==> src/rtl/apb_master_gen2.sv <==
// APB master with a fixed slot address map, per-slot select,
// wait-state handling, access timeout and registered completion.
module apb_master_gen2 #(
  parameter int          NUM_SLAVES = 15,
  parameter int          DATA_W     = 32,
  parameter logic [31:0] MAP_BASE   = 32'h1000_0000,
  parameter int          SLOT_LOG2  = 10,
  parameter int          TIMEOUT    = 255
) (
  input  logic                         PCLK,
  input  logic                         PRESETn,
  output logic [31:0]                  PADDR,
  output logic [DATA_W-1:0]            PWDATA,
  output logic                         PWRITE,
  output logic                         PENABLE,
  output logic [DATA_W/8-1:0]          PSTRB,
  output logic [NUM_SLAVES-1:0]        PSEL,
  input  logic [NUM_SLAVES*DATA_W-1:0] PRDATA,
  input  logic [NUM_SLAVES-1:0]        PREADY,
  input  logic [NUM_SLAVES-1:0]        PSLVERR,
  input  logic                         transfer,
  input  logic [31:0]                  addr,
  input  logic [DATA_W-1:0]            wdata,
  input  logic [DATA_W/8-1:0]          wstrb,
  input  logic                         write,
  output logic                         ready,
  output logic [DATA_W-1:0]            rdata,
  output logic                         err,
  output logic                         busy
);

  localparam int SW = DATA_W / 8;

  typedef enum logic [1:0] {
    IDLE,
    SETUP,
    ACCESS
  } state_t;

  state_t state, state_nx;

  logic [31:0]       req_addr;
  logic [DATA_W-1:0] req_wdata;
  logic [SW-1:0]     req_wstrb;
  logic              req_write;
  logic [15:0]       cnt;

  logic [31:0]       idx;
  logic              hit;
  logic              sel_ready;
  logic              sel_err;
  logic [DATA_W-1:0] sel_rdata;
  logic              tout;
  logic              done;
  logic              accept;

  assign idx = (req_addr - MAP_BASE) >> SLOT_LOG2;
  assign hit = (req_addr >= MAP_BASE) &&
               (idx < 32'(NUM_SLAVES));

  always_comb begin
    sel_ready = 1'b0;
    sel_err   = 1'b0;
    sel_rdata = '0;
    for (int i = 0; i < NUM_SLAVES; i++) begin
      if (hit && idx == 32'(i)) begin
        sel_ready = PREADY[i];
        sel_err   = PSLVERR[i];
        sel_rdata = PRDATA[i*DATA_W +: DATA_W];
      end
    end
  end

  // Timeout only fires when the selected slave is still stalling.
  assign tout = hit && !sel_ready &&
                (cnt == 16'(TIMEOUT - 1));
  assign done = (state == ACCESS) &&
                (!hit || sel_ready || tout);

  always_comb begin
    state_nx = state;
    accept   = 1'b0;
    unique case (state)
      IDLE: begin
        if (transfer) begin
          state_nx = SETUP;
          accept   = 1'b1;
        end
      end
      SETUP: state_nx = ACCESS;
      ACCESS: begin
        if (done) begin
          if (transfer && !tout) begin
            state_nx = SETUP;
            accept   = 1'b1;
          end else begin
            state_nx = IDLE;
          end
        end
      end
      default: state_nx = IDLE;
    endcase
  end

  always_ff @(posedge PCLK or negedge PRESETn) begin
    if (!PRESETn) begin
      state <= IDLE;
    end else begin
      state <= state_nx;
    end
  end

  always_ff @(posedge PCLK or negedge PRESETn) begin
    if (!PRESETn) begin
      req_addr  <= '0;
      req_wdata <= '0;
      req_wstrb <= '0;
      req_write <= 1'b0;
    end else if (accept) begin
      req_addr  <= addr;
      req_wdata <= wdata;
      req_wstrb <= wstrb;
      req_write <= write;
    end
  end

  always_ff @(posedge PCLK or negedge PRESETn) begin
    if (!PRESETn) begin
      cnt <= '0;
    end else if (state == SETUP) begin
      cnt <= '0;
    end else if (state == ACCESS) begin
      cnt <= cnt + 16'd1;
    end
  end

  always_ff @(posedge PCLK or negedge PRESETn) begin
    if (!PRESETn) begin
      ready <= 1'b0;
      err   <= 1'b0;
      rdata <= '0;
    end else begin
      ready <= done;
      if (done) begin
        err   <= !hit || tout || sel_err;
        rdata <= (hit && !tout && !sel_err && !req_write)
               ? sel_rdata : '0;
      end
    end
  end

  always_comb begin
    PSEL = '0;
    for (int i = 0; i < NUM_SLAVES; i++) begin
      PSEL[i] = (state != IDLE) && hit && (idx == 32'(i));
    end
  end

  assign busy    = (state != IDLE);
  assign PENABLE = (state == ACCESS);
  assign PWRITE  = busy && req_write;
  assign PSTRB   = (busy && req_write) ? req_wstrb : '0;
  assign PADDR   = req_addr;
  assign PWDATA  = req_wdata;

endmodule
==> config.mk <==
export PLATFORM = sky130hd
export DESIGN_NAME = apb_master_gen2
export DESIGN_NICKNAME = d
export VERILOG_FILES = /design/src/rtl/apb_master_gen2.sv
export SDC_FILE = /design/constraint.sdc
export NUM_CORES = 1
export LEC_CHECK = 0
export ABC_AREA = 1
export CAP_MARGIN = 20
export CORE_AREA = 5 5 273 275
export CTS_BUF_LIST = sky130_fd_sc_hd__clkbuf_16
export CTS_CLUSTER_DIAMETER = 80
export DETAILED_ROUTE_END_ITERATION = 7
export DIE_AREA = 0 0 278 280
export HOLD_SLACK_MARGIN = 0.02
export MAX_ROUTING_LAYER = met4
export PLACE_DENSITY = 0.4
export SYNTH_ARGS = -nofsm -noshare
export SYNTH_HDL_FRONTEND = slang
export SYNTH_SLANG_ARGS = --single-unit
==> constraint.sdc <==
create_clock -name PCLK -period 5.9 [get_ports PCLK]
set_input_delay 1.18 -clock PCLK [delete_from_list [all_inputs] [get_ports PCLK]]
set_output_delay 1.18 -clock PCLK [all_outputs]
set_load 0.02 [all_outputs]
==> impl_metrics.toml, run 1 <==
[outcome]
status = "finished, final reports clean"

[floorplan]
ios = 702
initial_core_util_pct = 14.4
dieHeight_um = 280
rows = 99
die_area_um2 = 77800
core_um2 = 72100
fp.dieW_um = 278

[finish]
area_growth_pct = 83.5
multi_input_area_um2 = 6610
stdcell_count = 3415
drive_above_1_share_pct = 5.49
fin_nets = 3016
ff_latch_area_um2 = 3030
fill_cells = 8084

[drt]
dr.pass1.iters = 5
drtIter0Drc = 903
routed_wl_um = 84500
drtAntennaViolNets = 0
drc = 0
vias = 14900
wl_per_cell_um = 24.7
viasPerCell = 4.36

[placement]
io_buffers = 701
dp_hpwl_um = 68500
gp_congestion = 0.952
dp.cells = 3368

[clock_network]
cts_hold_buf = 0
h-tree-depth = 4
cts_resized = 0
cts_tree = "done"
numCtsBuffers = 17
cts_buffer_depth = 2
clock_latency_ps = 440
path_clk_slew_ps = 60
post-cts-setup-buffers = 0
cts.sinks = 121
cts-root-buf = "clkbuf_16"

[pwr]
pwr-share-seq_pct = 28.0
leakage_nw = 8.35
p_sw_share_pct = 40.9
power_density_nw_per_um2 = 235
vdd_drop_max_mv = 0.195
p_clk_share_pct = 23.7
p_sw_mw = 1.83
combinationalPowerShare_pct = 48.3
p_int_mw = 2.65

[critical_path]
regToRegStartpoint = "PADDR[11]$_DFFE_PN0P_"
critical_path_class = "reg2out"
cpMaxStageDelayCell = "clkdlybuf4s50_1"
max_stage_delay_ps = 630
arrival_ps = 3460
path_cells = "nor2_1 -> nand2_2 -> nor2_1 -> nand3_2 -> nor3_2 -> inv_2 -> nor3_4 -> buf_4 -> inv_2 -> nor2_1 -> clkdlybuf4s50_1"
ff2ff_setup_slack_ps = 1470
required_ps = 4720
worst_r2r_endpoint = "rdata[4]$_DFFE_PN0P_"
cp_max_fo = 25
worst-r2r-cell-count = 19
path_common_cell = "nor2_1"
end_kind = "output pin"
critPathLaunchType = "register"
endpoint = "PSEL[13]"
timing.critical_path.from = "PADDR[17]$_DFFE_PN0P_"

[synthesis]
synth_area_leaders = "dfrtp_1, nand2_1, nand3_1"
yosys_most_used_dff = "dfrtp_1"
synth_nets = 2371
synth_area_um2 = 10400
yosys_warnings = 0
synth_cell_types = 41
ys_ff_latch = 121
ys_seq_area_share_pct = 29.2
synth_top_area_cell = "dfrtp_1"
avgSynthCellArea_um2 = 5.82
synth_cells = 1783
synth_top_area_share_pct = 29.2
synthArstFlopShare_pct = 100
synth-edff-count = 0

[sta]
fin_setup_tns_ps = 0
setup_viol_count_final = 0
hold_ws_ps = 476
drv_slew = 0
fin_skew_ps = 15.3
finalCritPeriodShare_pct = 78.7
rsz0062_at_grt = "no"
max_slew_margin_pct = 34.9
period_minus_slack_ps = 4640
fmax_mhz = 215
worstMarginPinSlew_ps = 975
hold_viol = 0

[job]
drv_cap = 0

[global_routing]
grt_usage_pct = 21.0
grt_pass1_vias = 15100
antenna_found_initial = 19
grt_max_degree = 79
overflow = 0
grt_pass1_wl_um = 116000

[min_path]
hp-class = "reg2reg"
==> critical path: cells and delay by family, from the launching register on <==
family | cells | cell delay, ps
buffers and inverters | 4 | 1160
flip-flops | 1 | 400
AND/OR/NAND/NOR | 7 | 1400
==> cell usage after synthesis (4+ instances only) <==
| cell | instances |
|---|---|
| a21oi_1 | 137 |
| buf_1 | 15 |
| buf_2 | 19 |
| clkbuf_1 | 66 |
| dfrtp_1 | 121 |
| ha_1 | 6 |
| inv_1 | 83 |
| inv_2 | 15 |
| nand2_1 | 654 |
| nand3_1 | 180 |
| nand4_1 | 35 |
| nor2_1 | 221 |
| nor2_2 | 6 |
| nor2_4 | 4 |
| nor3_1 | 19 |
| nor4_1 | 6 |
| o211ai_1 | 11 |
| o21ai_0 | 84 |
| o21ai_1 | 10 |
| o21bai_1 | 6 |
| o221ai_1 | 7 |
| o22ai_1 | 16 |
| or2_2 | 30 |
==> power by group through the flow <==
stage               logic (mW)  registers (mW)  clock network, mW
global placement          2.20            1.26                  0
floorplan                0.703            1.52                  0
CTS                       2.21            1.26               1.11
detailed placement        2.20            1.27                  0
finish                    2.17            1.25               1.06
global route              2.35            1.29               1.14
==> cell type report <==
cell class,instances,share of cell area [%]
repair buffers,729,37.9
multi-input cells,1458,34.7
flip-flops and latches,121,15.9
well taps,959,6.30
clock buffers,17,2.23
inverters,101,1.99
clock inverters,15,0.801
diodes,15,0.197
==> stage by stage <==
step                power (mW)  setup slack, ps  utilization (%)  area (um2)
floorplan                 2.22             2490                -       10400
global placement          3.46             1440             25.6       18400
detailed placement        3.47             1460             25.6       18400
CTS                       4.58             1120             26.4       19000
global route              4.77              957             26.4       19100
finish                    4.48             1260             26.4       19100
==> sequential cells by signal, indices dropped and copies added, names as in the netlist <==
register   flops
req_wstrb      4
ready          1
PADDR         32
req_write      1
err            1
cnt           16
PWDATA        32
state          2
rdata         32
==> worst min-delay path by stage <==
stage,startpoint,end,depth (start not counted)
floorplan,cnt[14]$_DFFE_PN0P_,cnt[14]$_DFFE_PN0P_,1
global placement,rdata[8]$_DFFE_PN0P_,rdata[8]$_DFFE_PN0P_,2
detailed placement,rdata[4]$_DFFE_PN0P_,rdata[4]$_DFFE_PN0P_,2
CTS,rdata[4]$_DFFE_PN0P_,rdata[4]$_DFFE_PN0P_,2
global route,rdata[6]$_DFFE_PN0P_,rdata[6]$_DFFE_PN0P_,2
finish,rdata[4]$_DFFE_PN0P_,rdata[4]$_DFFE_PN0P_,2
==> kinds of logic (layout without fill, tap and decap cells) <==
group / count (synthesis) / count (layout) / share of synthesized area, %
other: 0 / 15 / 0
XOR/XNOR: 1 / 1 / 0.0844
adder cells (fa/ha/maj): 6 / 6 / 0.723
AO/OA/AOI/OAI: 276 / 276 / 14.3
buffers and inverters: 204 / 862 / 7.78
flip-flops: 121 / 121 / 29.2
AND/OR/NAND/NOR: 1175 / 1175 / 48.0
==> placed cells by master (no fill, tap or decap), types with 6 or more instances in the layout <==
cell type,n
diode_2,15
or2_2,30
inv_6,7
nand4_1,35
nand2_1,651
dfrtp_1,121
o21ai_1,10
o221ai_1,7
nand3_1,179
a21oi_1,137
nor4_1,6
nor2_1,219
nand2_2,6
o21ai_0,84
inv_2,15
nor3_1,19
buf_4,28
o211ai_1,11
o22ai_1,16
inv_1,82
o21bai_1,6
clkdlybuf4s50_1,700
clkbuf_16,17
nor2_4,9
==> per-layer routing <==
| layer | global-route usage (%) | routed length (um) | vias up |
|---|---|---|---|
| met3 | 4.74 | 5400 | 68 |
| met2 | 36.1 | 42000 | 595 |
| met4 | 5.05 | 1960 | 0 |
| met1 | 25.0 | 35100 | 7120 |
| met5 | - | 0 | - |
| li1 | - | - | 7114 |
(Power assumes the default switching activity.)
==> run 2: changes to the inputs <==
--- a/config.mk
+++ b/config.mk
@@ -7,14 +7,14 @@
 export LEC_CHECK = 0
 export ABC_AREA = 1
 export CAP_MARGIN = 20
-export CORE_AREA = 5 5 273 275
+export CORE_AREA = 5 5 267 269
 export CTS_BUF_LIST = sky130_fd_sc_hd__clkbuf_16
 export CTS_CLUSTER_DIAMETER = 80
 export DETAILED_ROUTE_END_ITERATION = 7
-export DIE_AREA = 0 0 278 280
+export DIE_AREA = 0 0 272 274
 export HOLD_SLACK_MARGIN = 0.02
 export MAX_ROUTING_LAYER = met4
-export PLACE_DENSITY = 0.4
+export PLACE_DENSITY = 0.42
 export SYNTH_ARGS = -nofsm -noshare
 export SYNTH_HDL_FRONTEND = slang
 export SYNTH_SLANG_ARGS = --single-unit
==> constraint.sdc (replaced) <==
create_clock -name PCLK -period 3.9 [get_ports PCLK]
set_input_delay 0.78 -clock PCLK [delete_from_list [all_inputs] [get_ports PCLK]]
set_output_delay 0.78 -clock PCLK [all_outputs]
set_load 0.02 [all_outputs]
==> run 2 against run 1 <==
  * First-iteration DRC count is 0.89% higher
  * Routed wire length is 1.1% lower
  * Die area is 4.3% lower
  * Critical path type unchanged
  * Register-to-register slack worse by 1200 ps
  * Design area is 1.7% higher
  * Worst setup slack worse by 1100 ps
  * Power is 56% higher
  * Combinational power is 56% higher
==> impl_metrics.toml, run 2 (synthesis gave the netlist of run 1 again) <==
[outcome]
status = "finished, final reports clean"

[drt]
drtIter0Drc = 911
dr.pass1.iters = 5
vias = 15200
wl_per_cell_um = 24.8
routed_wl_um = 83500
drc = 0
drtAntennaViolNets = 0
viasPerCell = 4.50

[global_routing]
grt_pass1_vias = 15700
grt_usage_pct = 21.6
grt_max_degree = 76
antenna_found_initial = 20
overflow = 0
grt_pass1_wl_um = 114000

[placement]
dp.cells = 3316
io_buffers = 701
dp_hpwl_um = 68000
place_area_um2 = 18600
gp_congestion = 0.947

[finish]
area_growth_pct = 86.6
fin_nets = 3044
drive_above_1_share_pct = 6.72
layout_common_cells = "clkdlybuf4s50_1, nand2_1, nor2_1, nand3_1, a21oi_1"
final_cell_area_um2 = 19400
stdcell_count = 3370
layout_commonest_cell = "clkdlybuf4s50_1"

[pwr]
vdd_drop_max_mv = 0.288
p_clk_share_pct = 24.3
p_sw_mw = 2.83
p_sw_share_pct = 40.6
power_density_nw_per_um2 = 360
combinationalPowerShare_pct = 48.4
p_int_mw = 4.15
leakage_nw = 8.64
pwr-share-seq_pct = 27.3

[sta]
fin_setup_tns_ps = 0
finalCritPeriodShare_pct = 95.5
worstMarginPinSlew_ps = 904
max_slew_margin_pct = 39.2
hold_viol = 0
period_minus_slack_ps = 3730
fin_skew_ps = 14.1
drv_slew = 0
fmax_mhz = 268
setup_viol_count_final = 0
rsz0062_at_grt = "yes"

[critical_path]
arrival_ps = 2950
worst_r2r_endpoint = "rdata[22]$_DFFE_PN0P_"
endpoint = "PSEL[6]"
required_ps = 3120
end_kind = "output pin"
ff2ff_setup_slack_ps = 240
critPathLaunchType = "register"
cp_max_fo = 6
regToRegStartpoint = "PADDR[17]$_DFFE_PN0P_"
critical_path_class = "reg2out"
timing.critical_path.from = "PADDR[26]$_DFFE_PN0P_"
worst-r2r-cell-count = 17

[floorplan]
rows = 96
core_um2 = 68300
ios = 702
dieHeight_um = 274
fp.dieW_um = 272
die_area_um2 = 74500
initial_core_util_pct = 15.2

[clock_network]
cts_tree = "done"
h-tree-depth = 4
clock_latency_ps = 440
cts_buffer_depth = 2
cts-root-buf = "clkbuf_16"
cts.sinks = 121
numCtsBuffers = 17
cts_hold_buf = 0
path_clk_slew_ps = 70

[job]
drv_cap = 0

[min_path]
hp-class = "in2async"
==> run 2: cell count changes in the layout (fill, tap and decap cells not counted), moves of 3 or more <==
| cell | delta |
|---|---|
| clkdlybuf4s50_1 | -7 |
| buf_4 | +15 |
| dlymetal6s2s_1 | +3 |
| buf_12 | +11 |
| diode_2 | +4 |
| clkinvlp_4 | -3 |
==> run 2: per-stage QoR <==
step / util, % / total power [mW] / hold WS [ps] / setup slack (ps)
5_1_grt: 28.3 / 7.41 / 441 / -94.6
3_5_place_dp: 27.3 / 5.32 / 465 / 153
4_1_cts: 28.2 / 7.07 / 425 / 3.16
2_1_floorplan: - / 3.36 / 478 / 888
3_3_place_gp: 27.3 / 5.30 / 464 / 167
6_report: 28.4 / 6.99 / 388 / 174
==> run 2: area by class of cell <==
cell class | count | area, um2
fillers | 7610 | 49000
repair buffers | 756 | 7570
multi-input cells | 1459 | 6650
flip-flops and latches | 121 | 3030
well taps | 882 | 1100
clock buffers | 17 | 425
inverters | 101 | 379
clock inverters | 15 | 176
diodes | 19 | 47.5
==> run 2: layer usage <==
metal	vias to the layer above	part of all wire, %	track usage, %
li1	7179	-	-
met1	7301	41	25.5
met2	611	50	37.7
met3	77	6.5	4.54
met4	0	2.1	5.47
met5	-	0	-
==> run 2: worst min-delay path by stage <==
stage / startpoint / endpoint / depth (start not counted)
floorplan: PRESETn / PADDR[0]$_DFFE_PN0P_ / 0
global placement: rdata[18]$_DFFE_PN0P_ / rdata[18]$_DFFE_PN0P_ / 2
detailed placement: rdata[13]$_DFFE_PN0P_ / rdata[13]$_DFFE_PN0P_ / 2
CTS: PRESETn / rdata[1]$_DFFE_PN0P_ / 1
global route: PRESETn / rdata[21]$_DFFE_PN0P_ / 1
finish: PRESETn / rdata[2]$_DFFE_PN0P_ / 1
==> run 2: worst max-delay path, stage by stage (launching register included) <==
cell	delay, ps
dfrtp_1	390
nor2_1	170
nand2_1	110
nor2_4	220
nand2_4	140
nor2_2	150
nand2_2	120
nor2_4	260
inv_1	110
nor2_1	110
clkdlybuf4s50_1	720
==> run 2: power groups by stage <==
stage          clock (mW)  combinational [mW]  sequential [mW]
2_1_floorplan           0                1.06             2.29
3_3_place_gp            0                3.40             1.90
3_5_place_dp            0                3.39             1.92
4_1_cts              1.75                3.41             1.91
5_1_grt              1.78                3.66             1.97
6_report             1.70                3.38             1.91
==> run 2: what timing repair did <==
action | 4_1_cts | 5_1_grt
endpoints found under the setup margin | 3 | 35
setup buffers | 0 | 2
gates cloned | 0 | 1
pin swaps | 0 | 2
gates resized for setup | 5 | 13
==> run 3: changes to the inputs <==
--- a/config.mk
+++ b/config.mk
@@ -7,14 +7,14 @@
 export LEC_CHECK = 0
 export ABC_AREA = 1
 export CAP_MARGIN = 20
-export CORE_AREA = 5 5 267 269
+export CORE_AREA = 2 2 272 274
 export CTS_BUF_LIST = sky130_fd_sc_hd__clkbuf_16
 export CTS_CLUSTER_DIAMETER = 80
 export DETAILED_ROUTE_END_ITERATION = 7
-export DIE_AREA = 0 0 272 274
+export DIE_AREA = 0 0 274 276
 export HOLD_SLACK_MARGIN = 0.02
 export MAX_ROUTING_LAYER = met4
-export PLACE_DENSITY = 0.42
+export PLACE_DENSITY = 0.41
 export SYNTH_ARGS = -nofsm -noshare
 export SYNTH_HDL_FRONTEND = slang
 export SYNTH_SLANG_ARGS = --single-unit
==> run 3 against run 2 <==
  * Via count fell by 0.51%
  * Power fell by 2.2%
  * Design area rose by 0.25%
  * Sequential power barely moved
  * Combinational power fell by 2%
  * Largest cell class unchanged
  * Largest power group unchanged
  * Highest routed layer unchanged
==> impl_metrics.toml, run 3 (synthesis gave the netlist of run 1 again) <==
[pwr]
vdd_drop_max_mv = 0.355
p_int_mw = 4.03
power_density_nw_per_um2 = 352
p_clk_share_pct = 23.6
p_sw_mw = 2.80
pwr-share-seq_pct = 28.0
p_sw_share_pct = 41.0
leakage_nw = 8.57
combinationalPowerShare_pct = 48.5

[placement]
post-place-ws_ps = 88.3
place_area_um2 = 18700
io_buffers = 701
dp_hpwl_um = 68400
gp_congestion = 1.03

[floorplan]
dieHeight_um = 276
core_um2 = 72600
rows = 99
die_area_um2 = 75600
initial_core_util_pct = 14.3
fp.dieW_um = 274
ios = 702

[clock_network]
cts.sinks = 121
cts-root-buf = "clkbuf_16"
cts_hold_buf = 0
numCtsBuffers = 17
cts_buffer_depth = 2
cts_tree = "done"
clock_latency_ps = 440
path_clk_slew_ps = 60
h-tree-depth = 4

[drt]
drtIter0Drc = 1067
viasPerCell = 4.37
drtAntennaViolNets = 0
drc = 0
dr.pass1.iters = 8
wl_per_cell_um = 24.3
routed_wl_um = 83800
vias = 15100

[global_routing]
overflow = 0
grt_usage_pct = 21.6
grt_pass1_wl_um = 114000
antenna_found_initial = 19
grt_pass1_vias = 15200
grt_max_degree = 84

[finish]
area_growth_pct = 87.1
fill_cells = 8183
final_cell_area_um2 = 19400
layout_commonest_cell = "clkdlybuf4s50_1"
ff_latch_area_um2 = 3030
multi_input_area_um2 = 6630
fin_util_pct = 26.8
layout_common_cells = "clkdlybuf4s50_1, nand2_1, nor2_1, nand3_1, a21oi_1"
drive_above_1_share_pct = 6.80
fin_nets = 3046

[job]
drv_cap = 0

[min_path]
hp-class = "in2async"

[critical_path]
arrival_ps = 2940
required_ps = 3120
critPathLaunchType = "register"
critical_path_class = "reg2out"
end_kind = "output pin"
cp_max_fo = 10

[sta]
rsz0062_at_grt = "yes"
setup_viol_count_final = 0
finalCritPeriodShare_pct = 95.4
drv_slew = 0
hold_viol = 0
setup_ws_ps = 178
period_minus_slack_ps = 3720
worstMarginPinSlew_ps = 885
fin_skew_ps = 10.7
fin_setup_tns_ps = 0
fmax_mhz = 269
max_slew_margin_pct = 41.0

[outcome]
status = "finished, final reports clean"
-- run 3: metrics by stage --
| stage | std cells | total power, mW | hold WS (ps) |
|---|---|---|---|
| 5_1_grt | 3447 | 7.27 | 502 |
| 2_1_floorplan | 1783 | 3.36 | 478 |
| 6_report | 3450 | 6.83 | 432 |
| 4_1_cts | 3427 | 6.94 | 456 |
| 3_5_place_dp | 3394 | 5.26 | 465 |
| 3_3_place_gp | 3394 | 5.24 | 465 |
-- run 3: final timing paths --
kind	endpoint	depth (start not counted)	slack (ps)	start
min in group PCLK	rdata[21]$_DFFE_PN0P_	2	480	rdata[21]$_DFFE_PN0P_
setup / recovery	PSEL[11]	8	180	PADDR[17]$_DFFE_PN0P_
setup reg to reg	rdata[15]$_DFFE_PN0P_	19	210	PADDR[17]$_DFFE_PN0P_
hold / removal	rdata[22]$_DFFE_PN0P_	1	430	PRESETn
max in group asynchronous	PADDR[15]$_DFFE_PN0P_	2	2650	PRESETn
hold reg to reg	rdata[21]$_DFFE_PN0P_	2	480	rdata[21]$_DFFE_PN0P_
-- run 3: worst max-delay path: stages, from the launching register on --
cell	delay [ps]
dfrtp_1	400
nor2_1	210
nand2_2	170
nor2_1	160
nand3_2	190
nor2_2	250
nand2_1	270
nor2_1	160
clkdlybuf4s50_1	680
-- run 3: final cells by class --
class / count / share of cell area [%]
repair buffers: 758 / 38.9
multi-input cells: 1459 / 34.1
flip-flops and latches: 121 / 15.6
well taps: 959 / 6.18
clock buffers: 17 / 2.19
inverters: 101 / 1.97
clock inverters: 15 / 0.786
diodes: 20 / 0.258
-- run 3: per-layer routing --
metal,vias up,track usage (%),wire length (um)
li1,7177,-,-
met3,62,4.23,5540
met2,594,37.8,42000
met4,0,5.39,1540
met5,-,-,0
met1,7258,25.3,34700
-- run 3: power groups by stage --
stage | clock network (mW) | logic, mW | registers, mW
global placement | 0 | 3.34 | 1.90
global route | 1.72 | 3.59 | 1.96
finish | 1.61 | 3.31 | 1.91
detailed placement | 0 | 3.34 | 1.92
CTS | 1.67 | 3.36 | 1.91
floorplan | 0 | 1.06 | 2.29
-- run 3: repair_timing --
item,4_1_cts,5_1_grt
hold endpoints to repair,0,0
setup buffers,1,2
gates resized for setup,5,6
gates cloned,0,1
pin swaps,0,2
endpoints found under the setup margin,4,30
